$ cat config.mk
export PLATFORM = sky130hd
export DESIGN_NAME = servo_pulse_decoder
export DESIGN_NICKNAME = d
export VERILOG_FILES = /design/src/rtl/servo_pulse_decoder.sv
export SDC_FILE = /design/constraint.sdc
export NUM_CORES = 1
export LEC_CHECK = 0
export BUFFER_PORTS_ARGS = -buffer_cell sky130_fd_sc_hd__buf_2
export CORE_MARGIN = 2
export CORE_UTILIZATION = 62
export CTS_BUF_LIST = sky130_fd_sc_hd__clkbuf_4
export DETAILED_ROUTE_END_ITERATION = 8
export PLACE_DENSITY = 0.81
export SLEW_MARGIN = 20
export SYNTH_ARGS = -nofsm -noshare
export SYNTH_HDL_FRONTEND = slang
export SYNTH_SLANG_ARGS = --single-unit
export TNS_END_PERCENT = 100
$ cat constraint.sdc
create_clock -name i_clk -period 2.5 [get_ports i_clk]
set_clock_uncertainty 0.05 [all_clocks]
set_input_delay 0.5 -clock i_clk [delete_from_list [all_inputs] [get_ports i_clk]]
set_output_delay 0.5 -clock i_clk [all_outputs]
set_load 0.01 [all_outputs]
$ cat src/rtl/servo_pulse_decoder.sv
// Measures the high time of a servo pulse, converts it to an 8-bit rotation, and flags glitch, range and loss-of-signal errors.
// Latency is at most 258 cycles from the synchronised falling edge to valid. There is no backpressure: strobes last one cycle.
module servo_pulse_decoder #(
    parameter int OFFSET    = 31000,
    parameter int STEP      = 392,
    parameter int MIN_WIDTH = 25000,
    parameter int MAX_WIDTH = 135000,
    parameter int TIMEOUT   = 1100000,
    parameter int CNT_W     = 21
) (
    input  logic       i_clk,
    input  logic       i_rst_n,
    input  logic       i_enable,
    input  logic       i_pulse_in,
    output logic [7:0] o_rotation,
    output logic       o_valid,
    output logic       o_err_glitch,
    output logic       o_err_range,
    output logic       o_signal_lost,
    output logic       o_busy
);
    localparam logic [CNT_W-1:0] L_OFFSET = CNT_W'(OFFSET);
    localparam logic [CNT_W-1:0] L_STEP   = CNT_W'(STEP);
    localparam logic [CNT_W-1:0] L_MIN    = CNT_W'(MIN_WIDTH);
    localparam logic [CNT_W-1:0] L_MAX    = CNT_W'(MAX_WIDTH);
    localparam logic [CNT_W-1:0] L_TO     = CNT_W'(TIMEOUT);
    localparam logic [CNT_W-1:0] L_TO_M1  = CNT_W'(TIMEOUT - 1);
    localparam logic [CNT_W-1:0] L_ONE    = CNT_W'(1);

    typedef enum logic [1:0] {IDLE, MEASURE, WAIT_LOW, CONVERT} state_t;

    state_t           r_state;
    logic             r_sync1, r_sync2, r_ps_d;
    logic [CNT_W-1:0] r_wcnt, r_tcnt, r_rem;
    logic [7:0]       r_q, r_rotation;
    logic             r_valid, r_glitch, r_range, r_lost;

    logic w_ps, w_rise, w_step, w_done, w_to_hit;

    assign w_ps     = r_sync2;
    assign w_rise   = w_ps & ~r_ps_d;
    assign w_step   = (r_rem >= L_STEP) && (r_q != 8'hFF);
    assign w_done   = i_enable && (r_state == CONVERT) && !w_step;
    assign w_to_hit = i_enable && !w_rise && (r_tcnt == L_TO_M1);

    always_ff @(posedge i_clk or negedge i_rst_n) begin
        if (!i_rst_n) begin
            r_sync1 <= 1'b0;
            r_sync2 <= 1'b0;
            r_ps_d  <= 1'b0;
        end else begin
            r_sync1 <= i_pulse_in;
            r_sync2 <= r_sync1;
            r_ps_d  <= r_sync2;
        end
    end

    // Loss-of-signal: only a successful decode clears it, never an error.
    always_ff @(posedge i_clk or negedge i_rst_n) begin
        if (!i_rst_n) begin
            r_tcnt <= '0;
            r_lost <= 1'b1;
        end else begin
            if (!i_enable || w_rise)
                r_tcnt <= '0;
            else if (r_tcnt != L_TO)
                r_tcnt <= r_tcnt + L_ONE;
            if (w_done)
                r_lost <= 1'b0;
            else if (w_to_hit)
                r_lost <= 1'b1;
        end
    end

    always_ff @(posedge i_clk or negedge i_rst_n) begin
        if (!i_rst_n) begin
            r_state    <= IDLE;
            r_wcnt     <= '0;
            r_rem      <= '0;
            r_q        <= '0;
            r_rotation <= '0;
            r_valid    <= 1'b0;
            r_glitch   <= 1'b0;
            r_range    <= 1'b0;
        end else begin
            r_valid  <= 1'b0;
            r_glitch <= 1'b0;
            r_range  <= 1'b0;
            if (!i_enable) begin
                r_state <= IDLE;
                r_wcnt  <= '0;
            end else begin
                case (r_state)
                    IDLE: begin
                        if (w_rise) begin
                            r_wcnt  <= L_ONE;
                            r_state <= MEASURE;
                        end
                    end
                    MEASURE: begin
                        if (!w_ps) begin
                            if (r_wcnt < L_MIN) begin
                                r_glitch <= 1'b1;
                                r_state  <= IDLE;
                            end else begin
                                // Widths below OFFSET decode to 0 in one conversion cycle.
                                r_rem   <= (r_wcnt >= L_OFFSET) ? (r_wcnt - L_OFFSET) : '0;
                                r_q     <= '0;
                                r_state <= CONVERT;
                            end
                        end else if (r_wcnt >= L_MAX) begin
                            r_wcnt  <= r_wcnt + L_ONE;
                            r_range <= 1'b1;
                            r_state <= WAIT_LOW;
                        end else begin
                            r_wcnt <= r_wcnt + L_ONE;
                        end
                    end
                    WAIT_LOW: begin
                        if (!w_ps)
                            r_state <= IDLE;
                    end
                    CONVERT: begin
                        if (w_step) begin
                            r_rem <= r_rem - L_STEP;
                            r_q   <= r_q + 8'd1;
                        end else begin
                            r_rotation <= r_q;
                            r_valid    <= 1'b1;
                            r_state    <= IDLE;
                        end
                    end
                    default: r_state <= IDLE;
                endcase
            end
        end
    end

    assign o_rotation    = r_rotation;
    assign o_valid       = r_valid;
    assign o_err_glitch  = r_glitch;
    assign o_err_range   = r_range;
    assign o_signal_lost = r_lost;
    assign o_busy        = (r_state != IDLE);

endmodule

-- Word-level counts from Yosys, hierarchy flattened
Cells that the tools add are included.
W data, S select, Z words.
- bits in registers: 88
- input port bits: 4
- output and inout port bits: 13
- add/subtract/negate cells: 5
- magnitude comparators: 4
- equality and inequality tests: 15
- mux-type cells: 36
- bitwise operators: 3
- reduce and logical (&&, ||, !) cells: 18
- operators by type and width (kind ; number):
    $mux W21 ; 9
    $pmux W21 S2 ; 2
    $add A21 B1 Y21 const B ; 2
    $mux W8 ; 3
    $eq A21 B21 Y1 const B ; 1
    $ge A21 B15 Y1 const B ; 1
    $ge A21 B18 Y1 const B ; 1
    $ge A21 B9 Y1 const B ; 1
    $lt A21 B15 Y1 const B ; 1
    $ne A21 B21 Y1 const B ; 1
    $sub A21 B15 Y21 const B ; 1
    $sub A21 B9 Y21 const B ; 1
    $pmux W8 S2 ; 1
    $mux W2 ; 7
    $mux W1 ; 13
    $ne A3 B3 Y1 const B ; 4
    $add A8 B1 Y8 const B ; 1
    $ne A8 B8 Y1 const B ; 1
    $pmux W2 S4 ; 1
    $reduce_bool A2 Y1 ; 4
    $ne A2 B2 Y1 const B ; 3
    $reduce_and A3 Y1 ; 2
    $logic_and A1 B1 Y1 ; 5
    $reduce_and A5 Y1 ; 1
    10 further kinds ; 14

-- Depth between registers and ports, before layout
Gate-level depths: netlist (run 1).
- depth in word-level cells: 7
- mapped depth: 10

-- Worst setup path before layout (run 1)
Ideal clock, no wire load.
- kind: register to register
- start point: reg r_rem[3]
- end point: reg r_rotation[0] (netlist: o_rotation[0])
- setup time: 125 ps
- arrival: 2167 ps
- data required time: 2325 ps
- slack: 158 ps
- cell stages (with the launch flop): 9
- path buffers: 0
- path through: dfrtp_1 inv_1 ha_1 nor3b_2 o21ai_1 or4b_1 nand2_2 nand3_4 mux2_4
- cells in the longest elaborated chain, start to end: 4
- ends and longest elaborated chain (item ; RTL line ; RTL):
    start: declaration ; 34 ; logic [CNT_W-1:0] r_wcnt, r_tcnt, r_rem;
    start signal: assignment ; 107 ; r_rem <= (r_wcnt >= L_OFFSET) ? (r_wcnt - L_OFFSET) : '0;
    start signal: assignment ; 125 ; r_rem <= r_rem - L_STEP;
    $ge A21 B9 Y1 ; 42 ; assign w_step = (r_rem >= L_STEP) && (r_q != 8'hFF);
    $logic_and A1 B1 Y1 ; 42 ;
    $not A1 Y1 (no line) ; - ;
    $reduce_and A3 Y1 (no line) ; - ;
    end signal: assignment ; 128 ; r_rotation <= r_q;
    end: declaration ; 35 ; logic [7:0] r_q, r_rotation;
Every way passes these cells.
A chain may end at the register's enable or synchronous reset.

-- Worst setup path in the final report (run 1)
- start point: reg r_rem[4]
- end point: reg r_rotation[1] (netlist: o_rotation[1])
The elaborated chain is that of the path after synthesis.

==> results.md, run 1 <==
- Outcome: finished clean
- # diodes: 0
- Pin count of the biggest net entering global routing: 89
- Slew Limit Fails: 0
- #FFs+latches synth: roughly 90
- Clock sink total: 88
- Sw Share: 25.5%
- Io pins: 17
- Post-route DRC violation count: 0
- Area of the multi-input gates: approximately 0.0027 mm²
- Tot GR Track Use: 27.3%
- Via count: 4306
- Final TNS setup: 0 ns
- FF+latch area: 0.00220 mm²
- Register area share after synthesis: 43.4%
- WL final: 11600 µm
- Tcrit/Tclk final: about 96%
- Final min period: 2.40 ns
- Post-synthesis cell type count: 71
- DIE AREA: 0.00893 mm²
- Fillers: between 600 and 700
- Fin cells: 695
- Area grow syn2layout: 9.34%
- H-tree Lvls: 3
- First-pass GRT wire length: 19300 µm
- GP Congestion: 0.896
- Critical path class: reg2reg
- Mapped Nets: 566
- Critical path data arrival time: about 2.7 ns
- CP Capture Type: flip-flop
- Hold Path Class: in2async
- Async SR Flop Fraction: 100%
- Ratio of cells with drive above 1 in the final layout: between 10% and 20%
- Hpwl dp: ~8000 µm
- Critical Path Fanout Max: 4
- Max IR drop VDD: 0.000282 V
- CTS tree: done
- Mean Syn Cell Area: between 9 and 10 µm²
- WL/cell: about 17 µm
- Final WS setup: 0.104 ns
- Post-Place Cells: 678
- Initial core utilization: 62.8%
- Vias per inst: 6.20
- Die Y: 94.5 µm
- Actual slew at the worst max-slew pin: between 0.6 and 0.7 ns
- RSZ-0062 raised after global routing: true
- Clock transition at the registers of the reported paths: around 0.15 ns
- Fmax: 417 MHz
- Drt initial violations: 324
- Comb pwr share: 6.0%
- Vias in the first global route: 4088
- Seq pwr share: slightly above 60%
- Synth Warn #: 0
- Final Power: 2.39 mW
- Number of synthesized flops with an enable pin: 0
- Input/output buffers: 16
- # Max-Cap Violations: 0
- Clk buf depth: 2
- CTS Root Cell: clkbuf_4
- Top_reg_cell synth: dfrtp_1
- TritonCTS Buffers: 9
- Internal Power: about 1.8 mW
- Leak: 2.49 nW
- Most frequent cells in the layout: dfrtp_1 (87), nor2_1 (65), nand2_1 (53), o21ai_0 (47), buf_4 (34)
- Die W: 94.5 µm
- Final Setup Violations: 0
- Cells after Synth: 554
- Drt first pass iters: 5
- Switching power total: 608 µW
- Cell area power density: 430 mW/mm²
- Crit path required time: 2.80 ns
- Fin. Hold Viols: 0
- Standard-cell rows: 33
- Slew Limit Headroom: 54.6%
- Clk pwr share: 32.9%
- Initial antenna violation count: 0
- Routed Antenna Nets: 0
- GR Overflow Total: 0
- Clk Latency, worst-skew pair: 0.45 ns
- Synth Cell Area: 0.00508 mm²
- Pre-CTS setup slack: 0.0158 ns
- Final net count: 598
- Commonest non-fill, non-tap cell in the layout: dfrtp_1
- Core ar.: 0.00809 mm²
- CP Launch Type: flip-flop
- R2r setup slk: just over 0.1 ns
## stage by stage
| step | util, % | area [µm²] | hold WS, ns |
|---|---|---|---|
| 6_report | 68.6 | 5550 | 0.0126 |
| 5_1_grt | 68.6 | 5550 | 0.0375 |
| 4_1_cts | 68.2 | 5520 | 0.0282 |
| 3_5_place_dp | 66.6 | 5390 | 0.323 |
| 3_3_place_gp | 66.6 | 5390 | 0.288 |
| 2_1_floorplan | - | 5080 | 0.154 |
## worst max-delay path, stage by stage, from the launching register on
cell and delay [ns]:
dfrtp_1 0.41, inv_1 0.08, ha_1 0.20, nor3b_4 0.24
o21ai_1 0.12, or4b_1 0.56, nand2_2 0.13, nand3_2 0.17
mux2_4 0.34
## worst paths after layout
| check | from | to | cells after the start |
|---|---|---|---|
| setup / recovery | r_rem[4] | o_rotation[1] | 8 |
| hold / removal | i_rst_n | o_valid | 2 |
| setup reg to reg | r_rem[4] | o_rotation[1] | 8 |
| hold reg to reg | r_sync1 | r_sync2 | 0 |
| max in group asynchronous | i_rst_n | o_signal_lost | 2 |
| min in group i_clk | i_pulse_in | r_sync1 | 1 |
## what timing repair did
action | CTS | global route
gates cloned | 0 | 1
hold buffers | 0 | 0
setup buffers | 0 | 1
gates resized for setup | 1 | 3
setup endpoints to repair | 1 | 21
## registers in the layout, indices dropped and copies added, names as in the netlist
| name | count |
|---|---|
| r_sync2 | 1 |
| r_sync1 | 1 |
| r_tcnt | 21 |
| r_q | 8 |
| o_err_range | 1 |
| r_rem | 21 |
| o_signal_lost | 1 |
| o_err_glitch | 1 |
| r_ps_d | 1 |
| o_valid | 1 |
| r_wcnt | 21 |
| o_rotation | 8 |
| r_state | 2 |
## layout make-up
class	count	share of cell area [%]
multi-input cells	421	48.3
inverters	16	1.08
clock buffers	9	1.22
clock inverters	6	1.08
repair buffers	50	6.31
flip-flops and latches	88	39.7
well taps	105	2.37
## power by group through the flow
stage	logic, mW	registers, mW	clock network (mW)
6_report	0.144	1.46	0.788
5_1_grt	0.164	1.46	0.856
4_1_cts	0.141	1.46	0.796
3_5_place_dp	0.141	1.49	0
3_3_place_gp	0.137	1.48	0
2_1_floorplan	0.0797	1.48	0
## layer usage
| layer | vias to the layer above | part of all wire [%] | GRT usage [%] |
|---|---|---|---|
| li1 | 2059 | - | - |
| met1 | 2087 | 44 | 37.4 |
| met2 | 138 | 49 | 44.6 |
| met3 | 22 | 4.8 | 3.83 |
| met4 | 0 | 2.0 | 10.0 |
| met5 | - | 0 | 0 |
## kinds of logic (layout without fill, tap and decap cells)
group | after synthesis | count (layout) | synth area share, %
fa+ha+maj | 8 | 8 | 1.97
flops | 88 | 88 | 43.4
compound gates | 139 | 139 | 18.6
xor+xnor | 37 | 37 | 6.38
buf+inv | 46 | 81 | 4.43
mux | 10 | 10 | 2.76
simple gates | 226 | 227 | 22.5
## Yosys cell counts, drive strengths merged, types with 3 or more instances
cell    number  area (µm²)
a21o         3        22.5
a21oi       24         120
a22o        16         140
and2         3        21.3
and3         7        43.8
buf         14         105
clkbuf      16        60.1
dfrtp       87        2180
ha           8         100
inv         16        60.1
mux2         8         120
nand2       54         205
nand2b       4        25.0
nand3       25         138
nand3b       4        30.0
nand4       14        87.6
nor2        66         250
nor3        19         116
nor4         8        56.3
o211a        3        30.0
o21ai       52         268
o22ai        8        50.1
o31ai        3        22.5
o41ai        3        45.1
or2          4        25.0
or3          6        37.5
or4          3        22.5
or4b         3        33.8
xnor2       20         175
xor2        17         149
(Power assumes the default switching activity.)
==> run 2: changes to the inputs <==
--- a/config.mk
+++ b/config.mk
@@ -6,11 +6,14 @@
 export NUM_CORES = 1
 export LEC_CHECK = 0
 export BUFFER_PORTS_ARGS = -buffer_cell sky130_fd_sc_hd__buf_2
+export CELL_PAD_IN_SITES_DETAIL_PLACEMENT = 1
+export CELL_PAD_IN_SITES_GLOBAL_PLACEMENT = 2
+export CORE_ASPECT_RATIO = 1.5
 export CORE_MARGIN = 2
-export CORE_UTILIZATION = 62
+export CORE_UTILIZATION = 41
 export CTS_BUF_LIST = sky130_fd_sc_hd__clkbuf_4
 export DETAILED_ROUTE_END_ITERATION = 8
-export PLACE_DENSITY = 0.81
+export PLACE_DENSITY = 0.83
 export SLEW_MARGIN = 20
 export SYNTH_ARGS = -nofsm -noshare
 export SYNTH_HDL_FRONTEND = slang
==> results.md, run 2 (synthesized netlist as in run 1, its figures left out) <==
- Vias per inst: 5.75
- DIE AREA: 0.0133 mm²
- Worst R2R Start: r_rem[4]
- Hold EP: r_sync1
- Commonest non-fill, non-tap cell in the layout: dfrtp_1
- Pin count of the biggest net entering global routing: 38
- Design area: 0.00575 mm²
- Vias in the first global route: 4646
- Hpwl dp: 10700 µm
- WHS Path Cells: 1
- Placement Cell Area: 0.00552 mm²
- H-tree Lvls: 3
- Standard-cell rows: 49
- Most frequent cells in the layout: dfrtp_1 (87), nor2_1 (65), nand2_1 (53), o21ai_0 (46), buf_4 (42)
- Slew Limit Headroom: between 40 and 50%
- Die Y: 140 µm
- Die W: roughly 95 µm
- Slew Limit Fails: 0
- Input/output buffers: 16
- CP Launch Type: flip-flop
- Initial core utilization: 42.3%
- Clk Latency, worst-skew pair: roughly 0.44 ns
- Critical Path Fanout Max: 5
- Top flop regs: r_rem: 21 flops, r_tcnt: 21 flops, r_wcnt: 21 flops
- Actual slew at the worst max-slew pin: 0.755 ns
- Clock transition at the registers of the reported paths: 0.14 ns
- Leak: 2.58 nW
- R2r setup slk: between 0.08 and 0.09 ns
- Routed Antenna Nets: 0
- Initial antenna violation count: 1
- CTS Root Cell: clkbuf_4
- Fin. Hold Viols: 0
- WL final: 14000 µm
- Final min period: 2.41 ns
- Tcrit/Tclk final: 96.5%
- Drt first pass iters: 4
- Post-route DRC violation count: 0
- Ratio of cells with drive above 1 in the final layout: 18.3%
- Core ar.: between 0.01 and 0.015 mm²
- Final TNS setup: 0 ns
- TritonCTS Buffers: 9
- Final Power: 2.52 mW
- Hold Path Class: in2reg
- Max IR drop VDD: between 0.0002 and 0.0003 V
- Critical path class: reg2reg
- Worst Hold Launch: i_pulse_in
- Final Setup Violations: 0
- Clock sink total: 88
- Drt initial violations: 166
- Cell area power density: 438 mW/mm²
- CP Capture Type: flip-flop
- Fmax: 414 MHz
- Critical path data arrival time: approximately 2.7 ns
- Crit path required time: between 2 and 3 ns
- Tot GR Track Use: 22.6%
- Area grow syn2layout: 13.2%
- CTS tree: done
- Critical R2R Capture: o_rotation[3]
- Via count: around 4300
- First-pass GRT wire length: 23500 µm
- Outcome: finished clean
- WL/cell: 18.5 µm
- Reg2Reg Depth: 8
- Clk buf depth: 2
- # Max-Cap Violations: 0
- GP Congestion: between 0.8 and 0.9
- Final net count: 608
- Io pins: 17
- GR Overflow Total: 0
[run 2: through the flow]
step | worst slack, ns | utilization [%] | hold WS [ns] | instances
5_1_grt | -0.0173 | 47.9 | 0.0543 | 755
2_1_floorplan | 0.158 | - | 0.154 | 554
4_1_cts | 0.00177 | 47.3 | 0.0564 | 751
6_report | 0.0867 | 47.9 | 0.0994 | 755
3_3_place_gp | 0.134 | 45.9 | 0.286 | 734
3_5_place_dp | 0.0136 | 45.9 | 0.301 | 734
[run 2: final cells by class]
type,instances,area (µm²)
antenna,1,2.50
clock buffer,9,67.6
clock inverter,7,86.3
fill,1442,6270
inverter,16,60.1
multi-input combinational,421,2700
sequential,88,2200
tap,153,191
timing repair buffer,60,440
[run 2: worst max path at each step]
stage	from	end	slack (ns)	cells after the start
after floorplan	r_rem[3]	o_rotation[0]	0.16	8
after global placement	r_rem[4]	o_rotation[5]	0.13	8
after detailed placement	r_rem[4]	o_rotation[4]	0.01	8
after CTS	r_rem[4]	o_rotation[3]	0.002	8
after global routing	r_rem[4]	o_rotation[3]	-0.02	8
final	r_rem[4]	o_rotation[3]	0.09	8
[run 2: what timing repair did]
item,CTS,global route
gates resized for setup,0,8
hold buffers,1,0
setup buffers,0,2
setup endpoints to repair,0,23
hold endpoints to repair,34,0
[run 2: where the power goes]
part | switching, mW | internal, mW | leakage [nW]
clock network | 0.499 | 0.398 | 0.0848
registers | 0.0176 | 1.44 | 1.20
logic | 0.111 | 0.0554 | 1.29
total | 0.627 | 1.89 | 2.58
[run 2: metal layers]
layer	up-vias	part of all wire [%]	global-route usage, %
met1	2198	40	25.8
li1	2073	-	-
met5	-	0	0
met2	54	55	41.5
met3	20	1.9	2.85
met4	0	3.0	9.08
[run 2: critical path, stage by stage, from the launching register on]
cell and delay (ns):
dfrtp_1 0.41, inv_1 0.08, ha_1 0.21, nor3b_4 0.25
o21ai_1 0.13, or4b_4 0.55, nand2_2 0.16, nand3_4 0.15
mux2_4 0.34
